$ cat src/rtl/i2c_target_regs.sv
// I2C target exposing a byte-wide register file; SCL/SDA are oversampled on the system clock.
// Supports auto-incrementing writes and reads, repeated START and NACK-terminated reads.
module i2c_target_regs #(
  parameter logic [6:0] ADDR        = 7'h20,
  parameter int         NUM_REGS    = 8,
  parameter int         SYNC_STAGES = 2,
  localparam int        PW          = $clog2(NUM_REGS)
) (
  input  logic          clock,
  input  logic          reset,
  input  logic          SCL_in,
  input  logic          SDA_in,
  output logic          SDA_out,
  output logic          busy,
  output logic          wr_strobe,
  output logic [PW-1:0] wr_index,
  output logic [7:0]    wr_data,
  input  logic [PW-1:0] rd_index,
  output logic [7:0]    rd_data
);

  typedef enum logic [3:0] {
    S_IDLE, S_ADDR, S_ADDR_ACK, S_PTR, S_PTR_ACK,
    S_WDATA, S_WDATA_ACK, S_RDATA, S_RACK, S_IGNORE
  } state_t;

  logic [SYNC_STAGES-1:0] scl_sync_q, scl_sync_d, sda_sync_q, sda_sync_d;
  logic                   scl_prev_q, sda_prev_q;
  state_t                 state_q, state_d;
  logic [3:0]             bit_cnt_q, bit_cnt_d;
  logic [7:0]             shift_q, shift_d;
  logic [PW-1:0]          ptr_q, ptr_d;
  logic                   rw_q, rw_d;
  logic                   sda_out_q, sda_out_d;
  logic                   busy_q, busy_d;
  logic                   wr_strobe_q, wr_strobe_d;
  logic [PW-1:0]          wr_index_q, wr_index_d;
  logic [7:0]             wr_data_q, wr_data_d;
  logic [7:0]             regs_q [NUM_REGS];
  logic [7:0]             regs_d [NUM_REGS];

  logic scl_s, sda_s, scl_rise, scl_fall, start_det, stop_det;
  logic [7:0] shift_in;

  assign scl_s     = scl_sync_q[SYNC_STAGES-1];
  assign sda_s     = sda_sync_q[SYNC_STAGES-1];
  assign scl_rise  = scl_s & ~scl_prev_q;
  assign scl_fall  = ~scl_s & scl_prev_q;
  assign start_det = scl_s & scl_prev_q & sda_prev_q & ~sda_s;
  assign stop_det  = scl_s & scl_prev_q & ~sda_prev_q & sda_s;
  assign shift_in  = {shift_q[6:0], sda_s};

  always_comb begin
    scl_sync_d  = {scl_sync_q[SYNC_STAGES-2:0], SCL_in};
    sda_sync_d  = {sda_sync_q[SYNC_STAGES-2:0], SDA_in};
    state_d     = state_q;
    bit_cnt_d   = bit_cnt_q;
    shift_d     = shift_q;
    ptr_d       = ptr_q;
    rw_d        = rw_q;
    sda_out_d   = sda_out_q;
    busy_d      = busy_q;
    wr_strobe_d = 1'b0;
    wr_index_d  = wr_index_q;
    wr_data_d   = wr_data_q;
    regs_d      = regs_q;

    // Bus conditions override any bit activity seen in the same cycle.
    if (stop_det) begin
      state_d   = S_IDLE;
      busy_d    = 1'b0;
      sda_out_d = 1'b1;
    end else if (start_det) begin
      state_d   = S_ADDR;
      bit_cnt_d = 4'd0;
      busy_d    = 1'b1;
      sda_out_d = 1'b1;
    end else begin
      case (state_q)
        S_ADDR: begin
          if (scl_rise && bit_cnt_q < 4'd8) begin
            shift_d   = shift_in;
            bit_cnt_d = bit_cnt_q + 4'd1;
          end else if (scl_fall && bit_cnt_q == 4'd8) begin
            if (shift_q[7:1] == ADDR) begin
              rw_d      = shift_q[0];
              sda_out_d = 1'b0;
              state_d   = S_ADDR_ACK;
            end else begin
              state_d   = S_IGNORE;
            end
          end
        end
        S_ADDR_ACK: begin
          if (scl_fall) begin
            bit_cnt_d = 4'd0;
            if (rw_q) begin
              shift_d   = regs_q[ptr_q];
              sda_out_d = regs_q[ptr_q][7];
              state_d   = S_RDATA;
            end else begin
              sda_out_d = 1'b1;
              state_d   = S_PTR;
            end
          end
        end
        S_PTR: begin
          if (scl_rise && bit_cnt_q < 4'd8) begin
            shift_d   = shift_in;
            bit_cnt_d = bit_cnt_q + 4'd1;
          end else if (scl_fall && bit_cnt_q == 4'd8) begin
            ptr_d     = shift_q[PW-1:0];
            sda_out_d = 1'b0;
            state_d   = S_PTR_ACK;
          end
        end
        S_PTR_ACK, S_WDATA_ACK: begin
          if (scl_fall) begin
            sda_out_d = 1'b1;
            bit_cnt_d = 4'd0;
            state_d   = S_WDATA;
          end
        end
        S_WDATA: begin
          // The register is committed on the 8th rising edge so a STOP mid-byte changes nothing.
          if (scl_rise && bit_cnt_q < 4'd8) begin
            shift_d   = shift_in;
            bit_cnt_d = bit_cnt_q + 4'd1;
            if (bit_cnt_q == 4'd7) begin
              regs_d[ptr_q] = shift_in;
              wr_strobe_d   = 1'b1;
              wr_index_d    = ptr_q;
              wr_data_d     = shift_in;
              ptr_d         = ptr_q + 1'b1;
            end
          end else if (scl_fall && bit_cnt_q == 4'd8) begin
            sda_out_d = 1'b0;
            state_d   = S_WDATA_ACK;
          end
        end
        S_RDATA: begin
          if (scl_rise) begin
            bit_cnt_d = bit_cnt_q + 4'd1;
          end else if (scl_fall) begin
            if (bit_cnt_q == 4'd8) begin
              sda_out_d = 1'b1;
              ptr_d     = ptr_q + 1'b1;
              state_d   = S_RACK;
            end else begin
              shift_d   = {shift_q[6:0], 1'b0};
              sda_out_d = shift_q[6];
            end
          end
        end
        S_RACK: begin
          // A bit count of 9 marks an ACK seen; the next byte loads on the closing fall.
          if (scl_rise) begin
            if (sda_s) state_d = S_IGNORE;
            else       bit_cnt_d = 4'd9;
          end else if (scl_fall && bit_cnt_q == 4'd9) begin
            bit_cnt_d = 4'd0;
            shift_d   = regs_q[ptr_q];
            sda_out_d = regs_q[ptr_q][7];
            state_d   = S_RDATA;
          end
        end
        default: ;
      endcase
    end
  end

  always_ff @(posedge clock) begin
    if (reset) begin
      scl_sync_q  <= '1;
      sda_sync_q  <= '1;
      scl_prev_q  <= 1'b1;
      sda_prev_q  <= 1'b1;
      state_q     <= S_IDLE;
      bit_cnt_q   <= 4'd0;
      shift_q     <= 8'd0;
      ptr_q       <= '0;
      rw_q        <= 1'b0;
      sda_out_q   <= 1'b1;
      busy_q      <= 1'b0;
      wr_strobe_q <= 1'b0;
      wr_index_q  <= '0;
      wr_data_q   <= 8'd0;
      regs_q      <= '{default: 8'h00};
    end else begin
      scl_sync_q  <= scl_sync_d;
      sda_sync_q  <= sda_sync_d;
      scl_prev_q  <= scl_s;
      sda_prev_q  <= sda_s;
      state_q     <= state_d;
      bit_cnt_q   <= bit_cnt_d;
      shift_q     <= shift_d;
      ptr_q       <= ptr_d;
      rw_q        <= rw_d;
      sda_out_q   <= sda_out_d;
      busy_q      <= busy_d;
      wr_strobe_q <= wr_strobe_d;
      wr_index_q  <= wr_index_d;
      wr_data_q   <= wr_data_d;
      regs_q      <= regs_d;
    end
  end

  assign SDA_out   = sda_out_q;
  assign busy      = busy_q;
  assign wr_strobe = wr_strobe_q;
  assign wr_index  = wr_index_q;
  assign wr_data   = wr_data_q;
  assign rd_data   = regs_q[rd_index];

endmodule

$ cat config.mk
export PLATFORM = sky130hd
export DESIGN_NAME = i2c_target_regs
export DESIGN_NICKNAME = d
export VERILOG_FILES = /design/src/rtl/i2c_target_regs.sv
export SDC_FILE = /design/constraint.sdc
export NUM_CORES = 1
export LEC_CHECK = 0
export BUFFER_PORTS_ARGS = -buffer_cell sky130_fd_sc_hd__buf_4
export CAP_MARGIN = 20
export CORE_MARGIN = 3
export CORE_UTILIZATION = 55
export CTS_BUF_LIST = sky130_fd_sc_hd__clkbuf_8
export DETAILED_ROUTE_END_ITERATION = 16
export GPL_TIMING_DRIVEN = 0
export PLACE_DENSITY = 0.76
export SETUP_SLACK_MARGIN = 0.1
export SLEW_MARGIN = 30
export SYNTH_ARGS = -nofsm -noshare
export SYNTH_HDL_FRONTEND = slang
export SYNTH_SLANG_ARGS = --single-unit
$ cat constraint.sdc
create_clock -name clock -period 5.8 [get_ports clock]
set_input_delay 0.29 -clock clock [delete_from_list [all_inputs] [get_ports clock]]
set_output_delay 0.29 -clock clock [all_outputs]
set_load 0.1 [all_outputs]
==> out/qor.csv, run 1 <==
stage,metric,value,unit
critical_path,r2r_start,bit_cnt_q[3],
drt,highest_layer,met4,
layout,final_area,0.006203,mm2
floorplanning,dieWidth,107.0,um
floorplanning,die_h,107.0,um
drt,wl_met3,1118,um
synth,ys_seq_elements,104,
global_route,grt-ovfl-total,0,
placed_design,pre_cts_ws,3059,ps
hold_path,min_from,SCL_in,
synth,synth_area_leaders,"dfxtp_1 (37%), mux2i_1 (14%), mux4_2 (13%)",
layout,drive_above_1_share,21.15,%
timing,fmax,0.3635,GHz
timing,fin_skew,17.67,ps
pwr,ir_drop,0.1324,mV
critical_path,critPathRequiredTime,5510,ps
cts,cts-buffers-inserted,9,
placed_design,hpwl,10850,um
global_route,grtUsageTotal,27.73,%
timing,post-route-worst-setup-slack,3049,ps
floorplanning,die_area,0.01144,mm2
floorplanning,core,0.009864,mm2
drt,vias,4600,
layout,fill_cells,828,
synth,synth_compound_area_share,9.975,%
cts,cts.repair.resized,0,
synth,synthMuxAreaShare,28.39,%
critical_path,r2r-end,regs_q[5],
cts,cts_tree,yes,
timing,fin_setup_tns,0,ps
drt,dr.pass1.iters,5,
pwr,comb_power_share,6.1,%
critical_path,endpoint_kind,primary output,
cts,cts_setup_buffers,0,
floorplanning,start_util,56.84,%
run_status,status,finished clean,
timing,worst_pin_slew,795.8,ps
layout,num_antenna_cells,0,
layout,post-route-util,62.89,%
global_route,antenna_found_initial,0,
pwr,internal_power,1032,uW
layout,final_nets,616,
drt,routed_via_density,6.191,
cts,hold_buffers,0,
pwr,switching_share,24.14,%
timing,whs,81.78,ps
hold_path,hp-class,in -> reg,
synth,yosys.area_share.simple,17.88,%
synth,netlist_area,0.005607,mm2
drt,drt_iter0_markers,387,
drt,met1_length,6403,um
synth,synth_fa_ha_area_share,0.8927,%
synth,synthFlopType,dfxtp_1,
timing,relSlewSlack,46.95,%
hold_path,holdPathEnd,scl_sync_q[0],
global_route,grt_max_degree,18,
pwr,p_leak,0.002463,uW
pwr,seq_power_share,52.9,%
synth,synth.distinct_cells,59,
pwr,power.share.clock,41.0,%
placed_design,place_area,0.005961,mm2
synth,ys_seq_area_share,37.13,%
floorplanning,ios,29,
floorplanning,num_rows,36,
job,cap_violations,0,
critical_path,crit_arrival,2460,ps
drt,routedWlPerCell,20.63,um
global_route,grt_first_pass_wirelength,24350,um
timing,final-hold-violation-count,0,
timing,rsz0062_at_grt,no,
cts,clock-root-buffer,clkbuf_8,
drt,postRouteAntennaNets,0,
drt,post-route-drc-count,0,
critical_path,r2r_cells,6,
global_route,grt_pass1_vias,4541,
synth,yosysMostFrequentCell,dfxtp_1,
critical_path,rrSetupSlack,3400,ps
synth,synth_top_cell_by_area,dfxtp_1,
pwr,power_switching,328.3,uW
synth,syn_area_per_cell,9.853,um2
synth,yosys_warnings,0,
timing,period_minus_slack,2751,ps
drt,wl_met2,7452,um
synth,synth_top_family_by_area,multiplexers,
placed_design,io_buffers,25,
cts,cts.reportedPaths.clkPinSlew,110,ps
critical_path,worst-setup-path-type,in -> out,
pwr,power_density,219.3,mW/mm2
drt,totalWireLength,15330,um
cts,htree_num_levels,3,
synth,syn_inst,569,
synth,synthTopCellsByCount,"dfxtp_1 (104), nor2_1 (97), mux2i_1 (78)",
synth,synthArstFlopShare,0,%
timing,setup_viol,0,
timing,finalCritPeriodShare,47.43,%
synth,synth_edf_count,0,
cts,cts_sinks,104,
critical_path,critPathMaxFanout,10,
critical_path,critPathLaunchType,primary input,
cts,clock_path_buffers,2,
timing,finalMaxSlewViolations,0,
synth,synth_fp_nets,580,
synth,synthXorXnorAreaFrac,0,%
hold_path,hold_depth,2,
placed_design,gp_congestion,0.9308,
cts,clkLatencyLatePin,380,ps
layout,syn2layout_area_growth,10.64,%
synth,synth_top_area_share,37.13,%
## registers in the layout, summed over array words and instances (netlist names), 2 cells and up
signal and flops:
ptr_q 3, shift_q 8, wr_index 3, sda_sync_q 2, wr_data 8, scl_sync_q 2
bit_cnt_q 4, regs_q 64, state_q 4
## layout make-up
| type | count | area [um2] | share of cell area, % |
|---|---|---|---|
| plain buffers | 51 | 291.5 | 4.699 |
| clock buffers | 9 | 123.9 | 1.997 |
| clock inverters | 7 | 118.9 | 1.916 |
| inverters | 8 | 30.03 | 0.4841 |
| multi-input cells | 406 | 3203 | 51.63 |
| flip-flops and latches | 104 | 2082 | 33.56 |
| well taps | 133 | 166.4 | 2.683 |
| repair buffers | 25 | 187.7 | 3.025 |
## worst max-delay path, cell delays in order
cell and delay, ps:
clkbuf_1 540, buf_2 530, mux4_2 570, mux2_2 290, buf_4 230
## cell families after synthesis
kind of cell               after synthesis
muxes                                  118
adders and majority gates                4
DFF                                    104
AOI/OAI and AO/OA                       84
buffers and inverters                   59
and+or+nand+nor                        200
## layout by cell type (no fill, tap or decap), types with 3 or more instances in the layout
master / instances
mux4_2: 32
a211oi_1: 5
nand2_1: 32
nor2_1: 97
a31oi_1: 4
mux2_2: 8
buf_6: 11
nor2b_1: 6
or2_2: 10
mux2i_1: 78
ha_1: 4
nand3b_1: 4
inv_1: 9
clkbuf_1: 23
nand3_1: 15
a21oi_1: 32
buf_2: 14
o21ai_0: 10
o2bb2ai_1: 8
dfxtp_1: 104
buf_1: 3
buf_4: 25
clkbuf_8: 9
bufinv_16: 3
nand2b_1: 10
nor3_1: 5
## power by group through the flow
stage | registers (uW) | clock network, uW | logic (uW)
2_1_floorplan | 738 | 0 | 54.5
3_3_place_gp | 736 | 0 | 79.5
3_5_place_dp | 736 | 0 | 80.3
4_1_cts | 720 | 560 | 80.7
5_1_grt | 720 | 590 | 88.8
6_report | 720 | 558 | 82.6
## worst max-delay path by stage
stage / startpoint / endpoint / slack (ps) / cells past startpoint
3_5_place_dp: rd_index[0] / rd_data[2] / 3060 / 5
3_3_place_gp: rd_index[0] / rd_data[5] / 3090 / 5
5_1_grt: rd_index[0] / rd_data[0] / 2960 / 5
2_1_floorplan: rd_index[0] / rd_data[0] / 3500 / 4
4_1_cts: rd_index[0] / rd_data[2] / 3060 / 5
6_report: rd_index[0] / rd_data[2] / 3050 / 5
## layer usage
metal	up-vias	GRT usage, %
met5	-	0
met2	208	45.41
met3	37	5.178
met1	2249	36.64
li1	2106	-
met4	0	10.41
## metrics by stage
| stage | power, uW | cells |
|---|---|---|
| 2_1_floorplan | 792.2 | 569 |
| 3_3_place_gp | 815.5 | 727 |
| 3_5_place_dp | 816.5 | 727 |
| 4_1_cts | 1360 | 743 |
| 5_1_grt | 1399 | 743 |
| 6_report | 1360 | 743 |
No activity file was read; power rests on OpenSTA's default activity.
==> inputs of run 2 (changes only) <==
PLACE_DENSITY = 0.79   (was 0.76)
clock period = 2.2 ns   (was 5.8 ns; I/O delays follow)
==> run 2 against run 1 <==
First-iteration DRC count grew 6.7%. Register-to-register slack lost 3400 ps. Clock skew shrank 4.6 ps. Critical path depth grew 4. Via count grew 5.5%. Cell count grew 3.0%. Clock power grew 120%. Hold slack lost 14 ps. Largest cell class unchanged.
==> out/qor.csv, run 2 (synthesis gave the netlist of run 1 again) <==
stage,metric,value,unit,change
timing,whs,67.56,ps,-14.22 ps
layout,final_cell_mix,"dfxtp_1 (99), nor2_1 (94), mux2i_1 (76)",,
timing,relSlewSlack,50.09,%,+3.1 points
global_route,antenna_found_initial,0,,unchanged
job,cap_violations,0,,unchanged
pwr,p_leak,0.002624,uW,+6.5%
timing,finalMaxSlewViolations,0,,unchanged
critical_path,worst-setup-path-type,reg -> reg,,
hold_path,hp-class,in -> reg,,
layout,final_nets,639,,+3.7%
global_route,grt_first_pass_wirelength,24970,um,+2.6%
critical_path,critPathMaxFanout,8,,-2
layout,stdcell_count,765,,+3.0%
timing,fmax,0.4584,GHz,
layout,multi_input_area,0.003393,mm2,+5.9%
placed_design,place_inst,727,,unchanged
cts,clock-root-buffer,clkbuf_8,,
global_route,grt-ovfl-total,0,,unchanged
floorplanning,dieWidth,107.0,um,unchanged
critical_path,crit_top_cell,buf_6,,
drt,routedWlPerCell,20.85,um,+1.1%
cts,htree_num_levels,3,,unchanged
placed_design,gp_congestion,0.9032,,-3.0%
critical_path,endpoint_kind,flip-flop,,
timing,worst_pin_slew,748.7,ps,-47.15 ps
layout,drive_above_1_share,30.38,%,+9.2 points
layout,largest_reg_flops,64,,unchanged
layout,largest-register,regs_q,,
cts,cts_tree,yes,,
cts,clkLatencyLatePin,370,ps,about the same
placed_design,io_buffers,25,,unchanged
drt,dr.pass1.iters,5,,unchanged
drt,vias,4852,,+5.5%
layout,register_area,0.002096,mm2,+0.66%
layout,layout_commonest_cell,dfxtp_1,,
run_status,status,finished clean,,
floorplanning,start_util,56.84,%,unchanged
critical_path,r2r_start,bit_cnt_q[3],,
placed_design,place_area,0.005961,mm2,unchanged
global_route,grt_max_degree,17,,-1
cts,cts-buffers-inserted,9,,unchanged
timing,rsz0062_at_grt,yes,,
pwr,power_density,507.4,mW/mm2,+130%
layout,final_area,0.006626,mm2,+6.8%
critical_path,crit_buf_inv,3,,unchanged
drt,drt_iter0_markers,413,,+6.7%
cts,cts.reportedPaths.clkPinSlew,100,ps,about the same
drt,routed_via_density,6.342,,+2.4%
cts,clock_path_buffers,2,,unchanged
placed_design,hpwl,10910,um,+0.57%
pwr,ir_drop,0.3845,mV,+190%
floorplanning,num_rows,36,,unchanged
critical_path,crit_chain,"or3b_4, buf_6, nor4_4, buf_4, nand2_4, nor3b_4, buf_6, mux2i_2, nor2_1",,
floorplanning,ios,29,,unchanged
global_route,grt_pass1_vias,4795,,+5.6%
critical_path,critPathLaunchType,flip-flop,,
critical_path,critPathRequiredTime,2430,ps,-3080 ps
timing,final-hold-violation-count,0,,unchanged
floorplanning,core,0.009864,mm2,unchanged
floorplanning,die_area,0.01144,mm2,unchanged
timing,setup_viol,0,,unchanged
timing,fin_setup_tns,0,ps,unchanged
layout,syn2layout_area_growth,18.19,%,
drt,post-route-drc-count,0,,unchanged
timing,period_minus_slack,2181,ps,
drt,totalWireLength,15950,um,+4.1%
critical_path,crit_slowest_cell,or3b_4,,
hold_path,min_from,reset,,
timing,fin_skew,13.06,ps,-4.607 ps
layout,fill_cells,753,,-9.1%
global_route,grtUsageTotal,28.32,%,+0.59 points
timing,finalCritPeriodShare,99.15,%,
critical_path,cpLargestDelayFamily,simple AND/OR/NAND/NOR gates,,
floorplanning,die_h,107.0,um,unchanged
critical_path,crit_start,bit_cnt_q[3],,
layout,num_antenna_cells,0,,unchanged
critical_path,max_stage_delay,410,ps,-160 ps
drt,postRouteAntennaNets,0,,unchanged
cts,cts_sinks,104,,unchanged
critical_path,crit_arrival,2410,ps,-50 ps
## run 2: changes by cell type in the layout (fill, tap and decap cells not counted), moves of 3 or more
cell	change
nand2_2	+3
clkbuf_1	-10
clkbuf_4	+5
buf_6	+9
nand2_1	-4
nor2_1	-3
buf_2	-12
dfxtp_1	-5
dfxtp_4	+3
buf_4	+18
clkbuf_2	+10
## run 2: final timing paths
kind | to | slack [ps] | cells after the start
min reg2reg | sda_sync_q[1] | 420 | 1
max | regs_q[19] | 20 | 9
max reg2reg | regs_q[19] | 20 | 9
min | shift_q[0] | 70 | 3
## run 2: layer usage
metal / part of all wire (%) / GRT usage [%] / up-vias / wire length [um]
li1: - / - / 2167 / -
met1: 39 / 33.84 / 2371 / 6189
met2: 50 / 48.11 / 244 / 7924
met3: 6.6 / 5.238 / 70 / 1049
met4: 4.9 / 15.62 / 0 / 787
met5: 0 / 0 / - / 0
## run 2: worst register-to-register path, delay by kind of cell (launching register included)
family | cells | cell delay [ps]
buffers and inverters | 3 | 540
flip-flops | 1 | 370
multiplexers | 1 | 260
AND/OR/NAND/NOR | 5 | 880
## run 2: power by group
| group | switching, uW | internal (uW) |
|---|---|---|
| logic | 169 | 95.2 |
| clock network | 652 | 551 |
| registers | 7.62 | 1890 |
## run 2: repair_timing
| action | 4_1_cts | 5_1_grt |
|---|---|---|
| endpoints found under the setup margin | 98 | 91 |
| hold endpoints to repair | 2 | 0 |
| pin swaps | 11 | 12 |
| hold buffers | 2 | 0 |
| gates resized for setup | 37 | 51 |
| setup buffers | 11 | 10 |
## run 2: through the flow
step	setup WS [ps]	total power [uW]	utilization, %
after global placement	-142.1	2151	60.43
final	18.73	3362	67.17
after CTS	4.070	3341	64.89
after global routing	-41.40	3470	67.17
after detailed placement	-214.3	2154	60.43
after floorplan	140.2	2089	-
## run 2: cell type report
cell class                 instances  area share (%)
tap                              133           2.511
buffer                            51           5.325
clock buffer                      10           2.077
timing repair buffer              48           5.929
sequential                       104           31.63
inverter                           8          0.4532
clock inverter                     5          0.8686
multi-input combinational        406           51.21
